### src/rtl/regwrite_seq.sv
// Register-file write-port sequencer: turns one writeback op into dst/src selects and write enables.
// Optional stack ops (POP/PUSH, WR_B state) are compiled only when REGWR_STACK_EN is defined.
module regwrite_seq #(
    parameter int unsigned MEM_WAIT = 2
) (
    input  logic       clk,
    input  logic       reset_n,
    input  logic       start,
    input  logic [2:0] op,
    output logic       busy,
    output logic       done,
    output logic       err,
    output logic       mem_read,
    output logic       reg_write,
    output logic [2:0] reg_dst_sel,
    output logic [1:0] wb_src_sel,
    output logic [2:0] dbg_state
);
    typedef enum logic [2:0] {
        S_IDLE     = 3'd0,
        S_MEM_WAIT = 3'd1,
        S_WR_A     = 3'd2,
`ifdef REGWR_STACK_EN
        S_WR_B     = 3'd3,
`endif
        S_ERR      = 3'd4
    } state_t;

    localparam logic [2:0] OP_NOP   = 3'b000;
    localparam logic [2:0] OP_RTYPE = 3'b001;
    localparam logic [2:0] OP_ITYPE = 3'b010;
    localparam logic [2:0] OP_LOAD  = 3'b011;
    localparam logic [2:0] OP_JAL   = 3'b100;
`ifdef REGWR_STACK_EN
    localparam logic [2:0] OP_POP   = 3'b101;
    localparam logic [2:0] OP_PUSH  = 3'b110;
    localparam logic [2:0] DST_SP   = 3'b011;
    localparam logic [1:0] SRC_SPU  = 2'b11;
`endif

    localparam logic [2:0] DST_RT  = 3'b000;
    localparam logic [2:0] DST_RD  = 3'b001;
    localparam logic [2:0] DST_RA  = 3'b100;
    localparam logic [1:0] SRC_ALU = 2'b00;
    localparam logic [1:0] SRC_MDR = 2'b01;
    localparam logic [1:0] SRC_PC  = 2'b10;

    localparam logic [3:0] WAIT_INIT = 4'(MEM_WAIT);

    state_t     state, state_nx;
    logic [2:0] op_q;
    logic [3:0] cnt, cnt_nx;

    always_ff @(posedge clk or negedge reset_n) begin
        if (!reset_n) begin
            state <= S_IDLE;
            op_q  <= OP_NOP;
            cnt   <= 4'd0;
        end else begin
            state <= state_nx;
            cnt   <= cnt_nx;
            if (state == S_IDLE && start) op_q <= op;
        end
    end

    always_comb begin
        state_nx    = state;
        cnt_nx      = cnt;
        busy        = (state != S_IDLE);
        done        = 1'b0;
        err         = 1'b0;
        mem_read    = 1'b0;
        reg_write   = 1'b0;
        reg_dst_sel = DST_RT;
        wb_src_sel  = SRC_ALU;
        case (state)
            S_IDLE: begin
                if (start) begin
                    case (op)
                        OP_NOP:                     state_nx = S_IDLE;
                        OP_RTYPE, OP_ITYPE, OP_JAL: state_nx = S_WR_A;
                        OP_LOAD: begin
                            state_nx = S_MEM_WAIT;
                            cnt_nx   = WAIT_INIT;
                        end
`ifdef REGWR_STACK_EN
                        OP_PUSH:                    state_nx = S_WR_A;
                        OP_POP: begin
                            state_nx = S_MEM_WAIT;
                            cnt_nx   = WAIT_INIT;
                        end
`endif
                        default:                    state_nx = S_ERR;
                    endcase
                end
            end
            S_MEM_WAIT: begin
                mem_read = 1'b1;
                // Counter returns to 0 on exit so it is only non-zero while waiting.
                if (cnt <= 4'd1) begin
                    state_nx = S_WR_A;
                    cnt_nx   = 4'd0;
                end else begin
                    cnt_nx = cnt - 4'd1;
                end
            end
            S_WR_A: begin
                reg_write = 1'b1;
                done      = 1'b1;
                state_nx  = S_IDLE;
                case (op_q)
                    OP_RTYPE: begin reg_dst_sel = DST_RD; wb_src_sel = SRC_ALU; end
                    OP_ITYPE: begin reg_dst_sel = DST_RT; wb_src_sel = SRC_ALU; end
                    OP_LOAD:  begin reg_dst_sel = DST_RT; wb_src_sel = SRC_MDR; end
                    OP_JAL:   begin reg_dst_sel = DST_RA; wb_src_sel = SRC_PC;  end
`ifdef REGWR_STACK_EN
                    OP_PUSH:  begin reg_dst_sel = DST_SP; wb_src_sel = SRC_SPU; end
                    OP_POP: begin
                        reg_dst_sel = DST_RT;
                        wb_src_sel  = SRC_MDR;
                        done        = 1'b0;
                        state_nx    = S_WR_B;
                    end
`endif
                    default:  begin reg_dst_sel = DST_RT; wb_src_sel = SRC_ALU; end
                endcase
            end
`ifdef REGWR_STACK_EN
            S_WR_B: begin
                reg_write   = 1'b1;
                reg_dst_sel = DST_SP;
                wb_src_sel  = SRC_SPU;
                done        = 1'b1;
                state_nx    = S_IDLE;
            end
`endif
            S_ERR: begin
                err      = 1'b1;
                state_nx = S_IDLE;
            end
            default: state_nx = S_IDLE;
        endcase
    end

    assign dbg_state = state;
endmodule

### config.mk
export PLATFORM = sky130hd
export DESIGN_NAME = regwrite_seq
export DESIGN_NICKNAME = d
export VERILOG_FILES = /design/src/rtl/regwrite_seq.sv
export SDC_FILE = /design/constraint.sdc
export NUM_CORES = 1
export LEC_CHECK = 0
export BUFFER_PORTS_ARGS = -buffer_cell sky130_fd_sc_hd__buf_2
export CAP_MARGIN = 30
export CORE_AREA = 5 5 42 44
export CTS_BUF_LIST = sky130_fd_sc_hd__clkbuf_2
export DETAILED_ROUTE_END_ITERATION = 16
export DIE_AREA = 0 0 47 49
export PLACE_DENSITY = 0.78
export SYNTH_ARGS = -nofsm -noshare
export SYNTH_HDL_FRONTEND = slang
export SYNTH_SLANG_ARGS = --single-unit
### constraint.sdc
create_clock -name clk -period 2.9 [get_ports clk]
set_input_delay 0 -clock clk [delete_from_list [all_inputs] [get_ports clk]]
set_output_delay 0 -clock clk [all_outputs]
set_load 0.005 [all_outputs]
Yosys cells after proc, flatten, opt, wreduce, memory -nomap -nowiden
Cells that the tools add are included.
Cells by class
  $add $sub $neg: 1
  $lt $le $gt $ge: 1
  equality and inequality tests: 13
  muxes and demuxes: 15
  reduce and logical (&&, ||, !) cells: 8
Operators by type and width (count)
  3-bit by 2-bit equality test with 1-bit output (second input constant): 4
  4-bit 2-to-1 mux: 3
  3-bit one-hot mux with 2 select lines: 2
  3-bit by 1-bit equality test with 1-bit output (second input constant): 3
  3-bit equality test (second input constant): 3
  3-bit 2-to-1 mux: 3
  3-bit one-hot mux with 3 select lines: 1
  4-bit one-hot mux with 2 select lines: 1
  3-bit zero test: 2
  4-bit by 1-bit less-or-equal comparator with 1-bit output (second input constant): 1
  2-bit != test (second input constant): 2
  2-bit one-hot mux with 2 select lines: 1
  4-bit by 1-bit subtractor with 4-bit output (second input constant): 1
  1-bit 2-to-1 mux: 3
  3-bit AND reduction: 1
  3-bit nonzero test: 1
  3-bit OR reduction: 1
  2-bit 2-to-1 mux: 1
  2-bit by 1-bit != test with 1-bit output (second input constant): 1
  2-bit AND reduction: 1
  2-bit nonzero test: 1
  1-bit logical AND: 1
Word-level totals
  register bits: 10
  input port bits: 6
  output and inout bits: 13
  word-level logic and storage cells: 41

Longest topological paths before layout
Gate-level depths: netlist of run 1.
  depth in word-level cells: 5
  depth in mapped cells: 5
  gate-level depth less buffers: 5

Worst setup path after synthesis of run 1
Ideal clock, no wire load.
  path kind: register -> register
  from: register cnt[0]
  to: register cnt[3]
  setup time: 0.065 ns
  data arrival time: 1.401 ns
  required time: 2.835 ns
  path slack: 1.435 ns
  cell stages (with the launch flop): 6
  buffers on the path: 0
  period minus slack after synthesis: 1.465 ns
  cell sequence: dfrtp_1 -> inv_1 -> ha_1 -> or2_2 -> a2111oi_2 -> a211o_1
Between the ends
  longest elaborated chain between the ends: 3
  elaborated cells on any way between the ends: 4
  classes of those cells: add/sub: 1; order compare: 1; mux: 2
Ends and longest elaborated chain
  from (decl): line 52  | logic [3:0] cnt, cnt_nx;
  from (signal assigned): line 61  | cnt <= cnt_nx;
  4-bit by 1-bit subtractor with 4-bit output or 4-bit by 1-bit less-or-equal comparator with 1-bit output (tied branches): line 104, 100
  4-bit 2-to-1 mux (*): line 100  | if (cnt <= 4'd1) begin
  4-bit one-hot mux with 2 select lines (*): line 76  | case (state)
Every way passes the cells marked *; elsewhere a longest branch is shown, timed or not.
A chain may end at the register's enable or synchronous reset.

Worst setup path in the final report of run 1
  from: register state[0] (netlist: dbg_state[0])
  to: output port reg_dst_sel[0]
Between the ends
  longest elaborated chain between the ends: 2
Ends and longest elaborated chain
  from (decl): line 50  | state_t state, state_nx;
  from (signal assigned): line 60  | state <= state_nx;
  3-bit by 2-bit equality test with 1-bit output: line 76
  3-bit 2-to-1 mux: line 76
  to (decl): line 15  | output logic [2:0] reg_dst_sel,
No other way between the ends.

==> flow_summary.html, run 1 <==
<table>
<tr><th>Metric</th><th>Value</th></tr>
<tr><th colspan="2">Yosys</th></tr>
<tr><td>Cell types occupying the most area after synthesis</td><td>sky130_fd_sc_hd__dfrtp_1 (41%), sky130_fd_sc_hd__mux2_2 (5.5%), sky130_fd_sc_hd__nor4b_1 (4.3%), sky130_fd_sc_hd__ha_1 (4.1%), sky130_fd_sc_hd__o21ai_0 (3.3%)</td></tr>
<tr><td>Area share of the leading cell type in the synthesized netlist</td><td>0.409</td></tr>
<tr><td>Number of flip-flops and latches in the synthesized netlist</td><td>10</td></tr>
<tr><td>Async S/R FF share, synth</td><td>1.00</td></tr>
<tr><td>Net count of the mapped netlist</td><td>66</td></tr>
<tr><td>Largest area contributor in the synthesized netlist</td><td>sky130_fd_sc_hd__dfrtp_1</td></tr>
<tr><td>Top cells by instance count after synthesis</td><td>sky130_fd_sc_hd__dfrtp_1 (10), sky130_fd_sc_hd__inv_1 (4), sky130_fd_sc_hd__o21ai_0 (4)</td></tr>
<tr><td>Post-synthesis instance area</td><td>612 sq um</td></tr>
<tr><td>Yosys warning total</td><td>0</td></tr>
<tr><td>EDFF count, synth</td><td>0</td></tr>
<tr><td>Flip-flop cell with the highest count after synthesis</td><td>sky130_fd_sc_hd__dfrtp_1</td></tr>
<tr><td>Synth cell types</td><td>33</td></tr>
<tr><td>Mean instance size in the synthesized netlist</td><td>10.5 sq um</td></tr>
<tr><td>Cell with the most instances after synthesis</td><td>sky130_fd_sc_hd__dfrtp_1</td></tr>
<tr><td>Register area share after synthesis</td><td>0.409</td></tr>
<tr><td>Post-Synthesis Cells</td><td>58</td></tr>
<tr><th colspan="2">Global routing</th></tr>
<tr><td>Global-route wire length before repair</td><td>2190 microns</td></tr>
<tr><td>Via count of the first global-routing pass</td><td>489</td></tr>
<tr><td>Number of antenna violations at the first check in global routing</td><td>0</td></tr>
<tr><td>Combined global-route utilization of all metal layers</td><td>0.130</td></tr>
<tr><td>Remaining global-route overflow</td><td>0</td></tr>
<tr><td>Largest net degree at the start of global routing</td><td>11</td></tr>
<tr><th colspan="2">Clock tree</th></tr>
<tr><td>CTS clk-pin slew, worst paths</td><td>0.10 ns</td></tr>
<tr><td>Clock insertion delay at the later pin of the skew report</td><td>roughly 0.25 ns</td></tr>
<tr><td>Number of buffers added by the clock tree synthesis step</td><td>3</td></tr>
<tr><td>Root Buffer Master</td><td>sky130_fd_sc_hd__clkbuf_2</td></tr>
<tr><td>Bufs on Longest Clock Path</td><td>2</td></tr>
<tr><td># H-tree levels</td><td>1</td></tr>
<tr><td>Clock sink total</td><td>10</td></tr>
<tr><td>Clock tree from TritonCTS</td><td>yes</td></tr>
<tr><td>Number of setup buffers added after CTS</td><td>0</td></tr>
<tr><th colspan="2">Power</th></tr>
<tr><td>Cell area power density</td><td>around 760 nW/um^2</td></tr>
<tr><td>Worst vdd ir</td><td>around 420 uV</td></tr>
<tr><td>Design Power</td><td>around 570 uW</td></tr>
<tr><td>Leak</td><td>approximately 0.38 nW</td></tr>
<tr><th colspan="2">Floorplanning</th></tr>
<tr><td>Area of the core</td><td>between 1000 and 1500 sq um</td></tr>
<tr><td>Starting utilization of the core area</td><td>0.437</td></tr>
<tr><td>Die W</td><td>47 microns</td></tr>
<tr><td>Area of the die</td><td>approximately 2300 sq um</td></tr>
<tr><td>Row count</td><td>14</td></tr>
<tr><td>Vertical die dimension</td><td>approximately 49 microns</td></tr>
<tr><td>I/O Pins</td><td>19</td></tr>
<tr><th colspan="2">Timing</th></tr>
<tr><td>Setup WS post-layout</td><td>1.25 ns</td></tr>
<tr><td>Achievable clock frequency</td><td>about 0.61 GHz</td></tr>
<tr><td>Number of pins with negative max-slew slack in the final report</td><td>0</td></tr>
<tr><td>Setup TNS</td><td>0 ns</td></tr>
<tr><td>Hold violation total from the final report</td><td>0</td></tr>
<tr><td>Setup violation total in the final timing report</td><td>0</td></tr>
<tr><td>Unrepaired setup endpoints after global routing</td><td>no</td></tr>
<tr><td>Clock skew after layout</td><td>0.00162 ns</td></tr>
<tr><td>Post-route clock period utilization</td><td>0.569</td></tr>
<tr><td>Post-route worst hold slack</td><td>around 0.034 ns</td></tr>
<tr><td>Min cycle time layout</td><td>1.65 ns</td></tr>
<tr><th colspan="2">Final layout</th></tr>
<tr><td>Final instance area</td><td>741 sq um</td></tr>
<tr><td>Area added between synthesis and finish</td><td>21.1%</td></tr>
<tr><td>Share of post-route cells with drive strength above 1</td><td>0.367</td></tr>
<tr><td>Final cell count without fillers</td><td>95</td></tr>
<tr><td>Final net count</td><td>between 80 and 90</td></tr>
<tr><td>Share of the core filled with cells in the final layout</td><td>0.529</td></tr>
<tr><td>Count of antenna diodes in the layout</td><td>0</td></tr>
<tr><th colspan="2">Placed design</th></tr>
<tr><td>Post-detailed-placement half-perimeter wirelength</td><td>slightly below 1000 microns</td></tr>
<tr><td>Worst Setup Slack post-DPL</td><td>1.35 ns</td></tr>
<tr><td>Input/output buffers</td><td>17</td></tr>
<tr><td>Placed Cells</td><td>approximately 90</td></tr>
<tr><td>Area after DPL</td><td>approximately 700 sq um</td></tr>
<tr><td>Final weighted congestion in routability-driven placement</td><td>0.845</td></tr>
<tr><th colspan="2">Worst setup path</th></tr>
<tr><td>Required time of the critical path</td><td>about 2.9 ns</td></tr>
<tr><td>Slowest CP cell</td><td>sky130_fd_sc_hd__dfrtp_1</td></tr>
<tr><td>Type of element launching the critical path</td><td>register</td></tr>
<tr><td>Dominant delay contributor by cell family on the critical path</td><td>simple AND/OR/NAND/NOR gates</td></tr>
<tr><td>Largest stage delay on the critical path</td><td>about 0.47 ns</td></tr>
<tr><td>Buffers &amp; Inverters on Critical Path</td><td>1</td></tr>
<tr><td>Data arrival time at the worst-slack endpoint</td><td>between 1.5 and 2 ns</td></tr>
<tr><td>Setup CP Type</td><td>reg -&gt; out</td></tr>
<tr><td>Nature of the critical path endpoint</td><td>primary output</td></tr>
<tr><td>Critical-path maximum fanout</td><td>8</td></tr>
<tr><td>Crit-path cells</td><td>or3b_1 &gt; nor4b_1 &gt; buf_2</td></tr>
<tr><td>Worst reg2reg setup slack</td><td>about 1.3 ns</td></tr>
<tr><th colspan="2">Route</th></tr>
<tr><td>Total detailed-routing wirelength</td><td>roughly 1300 microns</td></tr>
<tr><td>Routed wire length per instance</td><td>13.8 microns</td></tr>
<tr><td>Total number of vias</td><td>~540</td></tr>
<tr><td>Vias per cell</td><td>between 5 and 6</td></tr>
<tr><td>Antenna-violating nets left</td><td>0</td></tr>
<tr><td>Initial drt markers</td><td>13</td></tr>
<tr><td>Drt drc</td><td>0</td></tr>
<tr><td>First drt pass iteration count</td><td>4</td></tr>
<tr><th colspan="2">Status</th></tr>
<tr><td>Outcome</td><td>completed</td></tr>
<tr><th colspan="2">Worst hold path</th></tr>
<tr><td>Type of the tightest min-delay check</td><td>in -&gt; reg</td></tr>
<tr><th colspan="2">Run</th></tr>
<tr><td>Max-cap violations</td><td>0</td></tr>
</table>
## cells by family (layout without fill, tap and decap cells)
group | after synthesis | in the layout | share of synthesized area
muxes | 3 | 3 | 0.0552
and+or+nand+nor | 19 | 19 | 0.221
AOI/OAI and AO/OA | 15 | 15 | 0.190
adders and majority gates | 2 | 2 | 0.0409
xor gates and xnor gates | 1 | 1 | 0.0143
other | 1 | 1 | 0.00613
DFF | 10 | 10 | 0.409
buffers and inverters | 7 | 28 | 0.0634
## metal layers
layer | part of all wire | track usage | wire length [microns]
met4 | 0.0076 | 0.0691 | 10
met5 | 0 | 0 | 0
met1 | 0.43 | 0.166 | 558
met3 | 0.075 | 0.0332 | 98
met2 | 0.49 | 0.192 | 642
## layout make-up
cell class	instances	area [sq um]
repair buffers	19	105
well taps	16	20.0
inverters	5	23.8
clock buffers	3	15.0
clock inverters	1	3.75
flip-flops and latches	10	250
fillers	139	661
multi-input cells	41	323
## report_power, final
| group | internal [mW] | switching (mW) |
|---|---|---|
| Sequential | 0.187 | 0.0635 |
| Combinational | 0.119 | 0.117 |
| Clock | 0.0300 | 0.0490 |
## placed cells by master (no fill, tap or decap), types with 2 or more instances in the layout
| master | n |
|---|---|
| sky130_fd_sc_hd__or3_1 | 2 |
| sky130_fd_sc_hd__clkbuf_2 | 3 |
| sky130_fd_sc_hd__dfrtp_1 | 10 |
| sky130_fd_sc_hd__buf_2 | 17 |
| sky130_fd_sc_hd__o21ai_0 | 4 |
| sky130_fd_sc_hd__inv_1 | 4 |
| sky130_fd_sc_hd__nor4b_1 | 3 |
| sky130_fd_sc_hd__mux2_2 | 3 |
| sky130_fd_sc_hd__nor2_1 | 2 |
| sky130_fd_sc_hd__nand3b_1 | 2 |
| sky130_fd_sc_hd__dlygate4sd3_1 | 2 |
| sky130_fd_sc_hd__a21o_1 | 2 |
| sky130_fd_sc_hd__ha_1 | 2 |
## tightest hold or removal path, delay by kind of cell
family / cells / cell delay (ns)
buffers and inverters: 1 / 0.12
AND/OR/NAND/NOR: 1 / 0.06
AO/OA/AOI/OAI: 1 / 0.07
## registers in the layout, indices dropped and copies added, names as in the netlist
signal	flops
dbg_state	3
cnt	4
op_q	3
## what timing repair did
action,CTS,global route
resized for setup,0,0
hold endpoints to repair,11,0
hold buffers,2,0
## path summary, 6_finish.rpt
check,from,cells after the start,to
worst max-delay path,dbg_state[0],3,reg_dst_sel[0]
worst min-delay path,op[1],3,dbg_state[0]
worst max register to register,cnt[0],5,cnt[3]
worst min register to register,op_q[0],1,op_q[0]
max in group asynchronous,reset_n,2,dbg_state[1]
min in group asynchronous,reset_n,2,cnt[0]
Note: power is estimated with default switching activity, not from simulation.
==> inputs of run 2 (changes only) <==
--- a/config.mk
+++ b/config.mk
@@ -5,13 +5,14 @@
 export SDC_FILE = /design/constraint.sdc
 export NUM_CORES = 1
 export LEC_CHECK = 0
+export ABC_AREA = 1
 export BUFFER_PORTS_ARGS = -buffer_cell sky130_fd_sc_hd__buf_2
 export CAP_MARGIN = 30
 export CORE_AREA = 5 5 42 44
 export CTS_BUF_LIST = sky130_fd_sc_hd__clkbuf_2
 export DETAILED_ROUTE_END_ITERATION = 16
 export DIE_AREA = 0 0 47 49
-export PLACE_DENSITY = 0.78
+export PLACE_DENSITY = 0.81
 export SYNTH_ARGS = -nofsm -noshare
 export SYNTH_HDL_FRONTEND = slang
 export SYNTH_SLANG_ARGS = --single-unit
==> constraint.sdc (replaced) <==
create_clock -name clk -period 1.56 [get_ports clk]
set_input_delay 0 -clock clk [delete_from_list [all_inputs] [get_ports clk]]
set_output_delay 0 -clock clk [all_outputs]
set_load 0.005 [all_outputs]
==> run 2 against run 1 <==
Clock skew increased by 0.0066 ns. Critical path type unchanged. Sequential power increased by 86%. Routed wire length increased by 6.8%. Sequential share of layout area decreased by 1.0 points. First-iteration DRC count decreased by 69%. Largest cell class unchanged. Hold slack got worse by 0.014 ns. Global-route usage increased by 1.8 points. Cell count increased by 33%.
==> flow_summary.html, run 2 <==
<table>
<tr><th>Metric</th><th>Value</th></tr>
<tr><th colspan="2">Clock tree</th></tr>
<tr><td># H-tree levels</td><td>1 (unchanged)</td></tr>
<tr><td>Bufs on Longest Clock Path</td><td>2 (unchanged)</td></tr>
<tr><td>Root Buffer Master</td><td>sky130_fd_sc_hd__clkbuf_2</td></tr>
<tr><td>Clock insertion delay at the later pin of the skew report</td><td>0.27 ns (+0.02 ns)</td></tr>
<tr><td>Number of setup buffers added after CTS</td><td>0 (unchanged)</td></tr>
<tr><td>CTS clk-pin slew, worst paths</td><td>0.10 ns (about the same)</td></tr>
<tr><td>Clock tree from TritonCTS</td><td>yes</td></tr>
<tr><td>Number of buffers added by the clock tree synthesis step</td><td>3 (unchanged)</td></tr>
<tr><td>Clock sink total</td><td>10 (unchanged)</td></tr>
<tr><th colspan="2">Yosys</th></tr>
<tr><td>Largest area contributor in the synthesized netlist</td><td>sky130_fd_sc_hd__dfrtp_1</td></tr>
<tr><td>Post-Synthesis Cells</td><td>90 (+55%)</td></tr>
<tr><td>Cell types occupying the most area after synthesis</td><td>sky130_fd_sc_hd__dfrtp_1 (39%), sky130_fd_sc_hd__nand2_1 (14%), sky130_fd_sc_hd__inv_1 (7.5%), sky130_fd_sc_hd__nand3_1 (6.2%), sky130_fd_sc_hd__nor2_1 (4.1%)</td></tr>
<tr><td>Cell with the most instances after synthesis</td><td>sky130_fd_sc_hd__nand2_1</td></tr>
<tr><td>Register area share after synthesis</td><td>0.386 (-0.0229)</td></tr>
<tr><td>Yosys warning total</td><td>0 (unchanged)</td></tr>
<tr><td>Flip-flop cell with the highest count after synthesis</td><td>sky130_fd_sc_hd__dfrtp_1</td></tr>
<tr><td>Number of flip-flops and latches in the synthesized netlist</td><td>10 (unchanged)</td></tr>
<tr><td>Mean instance size in the synthesized netlist</td><td>7.20 sq um (-32%)</td></tr>
<tr><td>Post-synthesis instance area</td><td>648 sq um (+5.9%)</td></tr>
<tr><td>Net count of the mapped netlist</td><td>98 (+48%)</td></tr>
<tr><td>Area share of the leading cell type in the synthesized netlist</td><td>0.386 (-0.0229)</td></tr>
<tr><td>Top cells by instance count after synthesis</td><td>sky130_fd_sc_hd__nand2_1 (24), sky130_fd_sc_hd__inv_1 (13), sky130_fd_sc_hd__dfrtp_1 (10)</td></tr>
<tr><td>Synth cell types</td><td>21 (-36%)</td></tr>
<tr><td>EDFF count, synth</td><td>0 (unchanged)</td></tr>
<tr><td>Async S/R FF share, synth</td><td>1.00 (unchanged)</td></tr>
<tr><th colspan="2">Power</th></tr>
<tr><td>Part of the power in combinational logic</td><td>0.503 (+0.086)</td></tr>
<tr><td>Fraction of power spent switching nets</td><td>0.480 (+0.0746)</td></tr>
<tr><td>Cell internal power dissipation</td><td>651 uW (+94%)</td></tr>
<tr><td>Share of power burned in registers</td><td>0.373 (-0.070)</td></tr>
<tr><td>Leak</td><td>0.462 nW (+21%)</td></tr>
<tr><td>Relative contribution of the clock network to total power</td><td>0.124 (-0.016)</td></tr>
<tr><td>Cell area power density</td><td>1630 nW/um^2 (+110%)</td></tr>
<tr><td>NetSw</td><td>601 uW (+160%)</td></tr>
<tr><td>Worst vdd ir</td><td>668 uV (+59%)</td></tr>
<tr><td>Design Power</td><td>1.25 mW (+120%)</td></tr>
<tr><th colspan="2">Final layout</th></tr>
<tr><td>Share of post-route cells with drive strength above 1</td><td>0.291 (-0.0762)</td></tr>
<tr><td>Area added between synthesis and finish</td><td>18.5%</td></tr>
<tr><td>Final net count</td><td>119 (+35%)</td></tr>
<tr><td>Top reg by flops</td><td>cnt</td></tr>
<tr><td>Top library cells by usage in the layout, fill and taps aside</td><td>sky130_fd_sc_hd__nand2_1 (24), sky130_fd_sc_hd__buf_2 (17), sky130_fd_sc_hd__inv_1 (13)</td></tr>
<tr><td>Most common library cell in the layout ignoring fill and taps</td><td>sky130_fd_sc_hd__nand2_1</td></tr>
<tr><td>Count of antenna diodes in the layout</td><td>0 (unchanged)</td></tr>
<tr><td>Max FFs per register</td><td>4 (unchanged)</td></tr>
<tr><td>Filler Cell Count</td><td>136 (-2.2%)</td></tr>
<tr><th colspan="2">Worst setup path</th></tr>
<tr><td>Setup CP Type</td><td>reg -&gt; out</td></tr>
<tr><td>Crit-path cells</td><td>nor2_4 &gt; nand2_1 &gt; nor4_1 &gt; buf_2</td></tr>
<tr><td>Buffers &amp; Inverters on Critical Path</td><td>1 (unchanged)</td></tr>
<tr><td>Nature of the critical path endpoint</td><td>primary output</td></tr>
<tr><td>Critical-path maximum fanout</td><td>5 (-3)</td></tr>
<tr><td>Largest stage delay on the critical path</td><td>0.46 ns (about the same)</td></tr>
<tr><td>Type of element launching the critical path</td><td>register</td></tr>
<tr><td>Required time of the critical path</td><td>1.56 ns (-1.34 ns)</td></tr>
<tr><td>Data arrival time at the worst-slack endpoint</td><td>1.39 ns (-0.26 ns)</td></tr>
<tr><td>Slowest CP cell</td><td>sky130_fd_sc_hd__dfrtp_1</td></tr>
<tr><td>Dominant delay contributor by cell family on the critical path</td><td>simple AND/OR/NAND/NOR gates</td></tr>
<tr><th colspan="2">Route</th></tr>
<tr><td>Total number of vias</td><td>629 (+16%)</td></tr>
<tr><td>Drt drc</td><td>0 (unchanged)</td></tr>
<tr><td>Antenna-violating nets left</td><td>0 (unchanged)</td></tr>
<tr><td>Initial drt markers</td><td>4 (-9)</td></tr>
<tr><td>Routed wire length per instance</td><td>11.1 microns (-19%)</td></tr>
<tr><td>First drt pass iteration count</td><td>4 (unchanged)</td></tr>
<tr><td>Total detailed-routing wirelength</td><td>1400 microns (+6.8%)</td></tr>
<tr><td>Vias per cell</td><td>4.99 (-13%)</td></tr>
<tr><th colspan="2">Timing</th></tr>
<tr><td>Unrepaired setup endpoints after global routing</td><td>no</td></tr>
<tr><td>Min cycle time layout</td><td>~1.4 ns</td></tr>
<tr><td>Hold violation total from the final report</td><td>0 (unchanged)</td></tr>
<tr><td>Setup violation total in the final timing report</td><td>0 (unchanged)</td></tr>
<tr><td>Number of pins with negative max-slew slack in the final report</td><td>0 (unchanged)</td></tr>
<tr><td>Achievable clock frequency</td><td>between 0.7 and 0.8 GHz</td></tr>
<tr><td>Clock skew after layout</td><td>0.00819 ns (+0.00657 ns)</td></tr>
<tr><td>Setup TNS</td><td>0 ns (unchanged)</td></tr>
<tr><td>Post-route clock period utilization</td><td>0.890</td></tr>
<tr><th colspan="2">Floorplanning</th></tr>
<tr><td>Vertical die dimension</td><td>49 microns (unchanged)</td></tr>
<tr><td>Row count</td><td>14 (unchanged)</td></tr>
<tr><td>I/O Pins</td><td>19 (unchanged)</td></tr>
<tr><td>Die W</td><td>47 microns (unchanged)</td></tr>
<tr><td>Area of the die</td><td>2300 sq um (unchanged)</td></tr>
<tr><td>Starting utilization of the core area</td><td>0.463 (+0.0259)</td></tr>
<tr><td>Area of the core</td><td>1400 sq um (unchanged)</td></tr>
<tr><th colspan="2">Placed design</th></tr>
<tr><td>Post-detailed-placement half-perimeter wirelength</td><td>1120 microns (+16%)</td></tr>
<tr><td>Final weighted congestion in routability-driven placement</td><td>0.718 (-15%)</td></tr>
<tr><td>Input/output buffers</td><td>17 (unchanged)</td></tr>
<tr><th colspan="2">Global routing</th></tr>
<tr><td>Largest net degree at the start of global routing</td><td>11 (unchanged)</td></tr>
<tr><td>Combined global-route utilization of all metal layers</td><td>0.148 (+0.0181)</td></tr>
<tr><td>Remaining global-route overflow</td><td>0 (unchanged)</td></tr>
<tr><td>Number of antenna violations at the first check in global routing</td><td>0 (unchanged)</td></tr>
<tr><td>Via count of the first global-routing pass</td><td>581 (+19%)</td></tr>
<tr><td>Global-route wire length before repair</td><td>2510 microns (+15%)</td></tr>
<tr><th colspan="2">Run</th></tr>
<tr><td>Max-cap violations</td><td>0 (unchanged)</td></tr>
<tr><th colspan="2">Worst hold path</th></tr>
<tr><td>Type of the tightest min-delay check</td><td>in -&gt; reg</td></tr>
<tr><th colspan="2">Status</th></tr>
<tr><td>Outcome</td><td>completed</td></tr>
</table>
-- run 2: cell types whose count changed in the layout (fill, tap and decap cells not counted), moves of 3 or more --
cell and change:
sky130_fd_sc_hd__inv_1 +9, sky130_fd_sc_hd__mux2_2 -3, sky130_fd_sc_hd__nand2_1 +23, sky130_fd_sc_hd__nand2_2 +4, sky130_fd_sc_hd__nand3_1 +7, sky130_fd_sc_hd__nor2_1 +5, sky130_fd_sc_hd__nor4_1 +3, sky130_fd_sc_hd__nor4b_1 -3
sky130_fd_sc_hd__o21ai_0 -4
-- run 2: layout make-up --
class                   instances  area (sq um)  area share
multi-input cells              63           327       0.425
flip-flops and latches         10           251       0.327
repair buffers                 18          95.1       0.124
inverters                      15          56.3      0.0733
well taps                      16          20.0      0.0261
clock buffers                   3          15.0      0.0195
clock inverters                 1          3.75     0.00489
-- run 2: cell families after synthesis --
kind of cell,share of synthesized area
AND/OR/NAND/NOR,0.403
buffers and inverters,0.110
flip-flops,0.386
AO/OA/AOI/OAI,0.0425
adder cells (fa/ha/maj),0.0386
XOR/XNOR,0.0135
other,0.00579
-- run 2: repair_timing --
action | in CTS | in global routing
endpoints found under the setup margin | 0 | 1
endpoints found under the hold margin | 10 | 0
hold buffers | 1 | 0
resized for setup | 0 | 1
-- run 2: power by group through the flow --
stage / Clock (mW) / Combinational, mW / Sequential [mW]
floorplan: 0 / 0.472 / 0.448
global placement: 0 / 0.605 / 0.465
detailed placement: 0 / 0.629 / 0.470
CTS: 0.154 / 0.637 / 0.466
global route: 0.170 / 0.733 / 0.486
finish: 0.155 / 0.630 / 0.468
-- run 2: path summary, 6_finish.rpt --
path	startpoint	end	slack, ns	cells past startpoint
worst max-delay path	dbg_state[2]	reg_dst_sel[0]	0.17	4
worst min-delay path	op[1]	op_q[1]	0.02	3
worst max register to register	cnt[0]	cnt[1]	0.26	9
worst min register to register	cnt[0]	cnt[0]	0.52	2
max in group asynchronous	reset_n	dbg_state[0]	1.26	2
min in group asynchronous	reset_n	cnt[3]	0.10	2
-- run 2: worst register-to-register path, stage by stage (launching register included) --
cell	delay [ns]
sky130_fd_sc_hd__dfrtp_1	0.41
sky130_fd_sc_hd__inv_1	0.12
sky130_fd_sc_hd__ha_1	0.20
sky130_fd_sc_hd__inv_1	0.05
sky130_fd_sc_hd__nand2_1	0.05
sky130_fd_sc_hd__nand2_1	0.11
sky130_fd_sc_hd__nand2_1	0.09
sky130_fd_sc_hd__nand2_1	0.05
sky130_fd_sc_hd__nand3_1	0.07
sky130_fd_sc_hd__nand2_1	0.06
-- run 2: metal layers --
metal  GRT usage  up-vias  routed length (microns)
li1            -      319                        -
met1       0.188      281                      558
met2       0.229       24                      703
met3      0.0221        5                       95
met4      0.0829        0                       42
met5           0        -                        0
-- run 2: per-stage QoR --
stage	hold slack (ns)	cell area, sq um	utilization	cells	setup WS [ns]
floorplan	-0.296	648	-	90	0.389
global placement	-0.128	738	0.527	121	0.325
detailed placement	-0.125	738	0.527	121	0.278
CTS	0.0197	767	0.547	126	0.140
global route	0.0323	768	0.548	126	0.0133
finish	0.0195	768	0.548	126	0.172
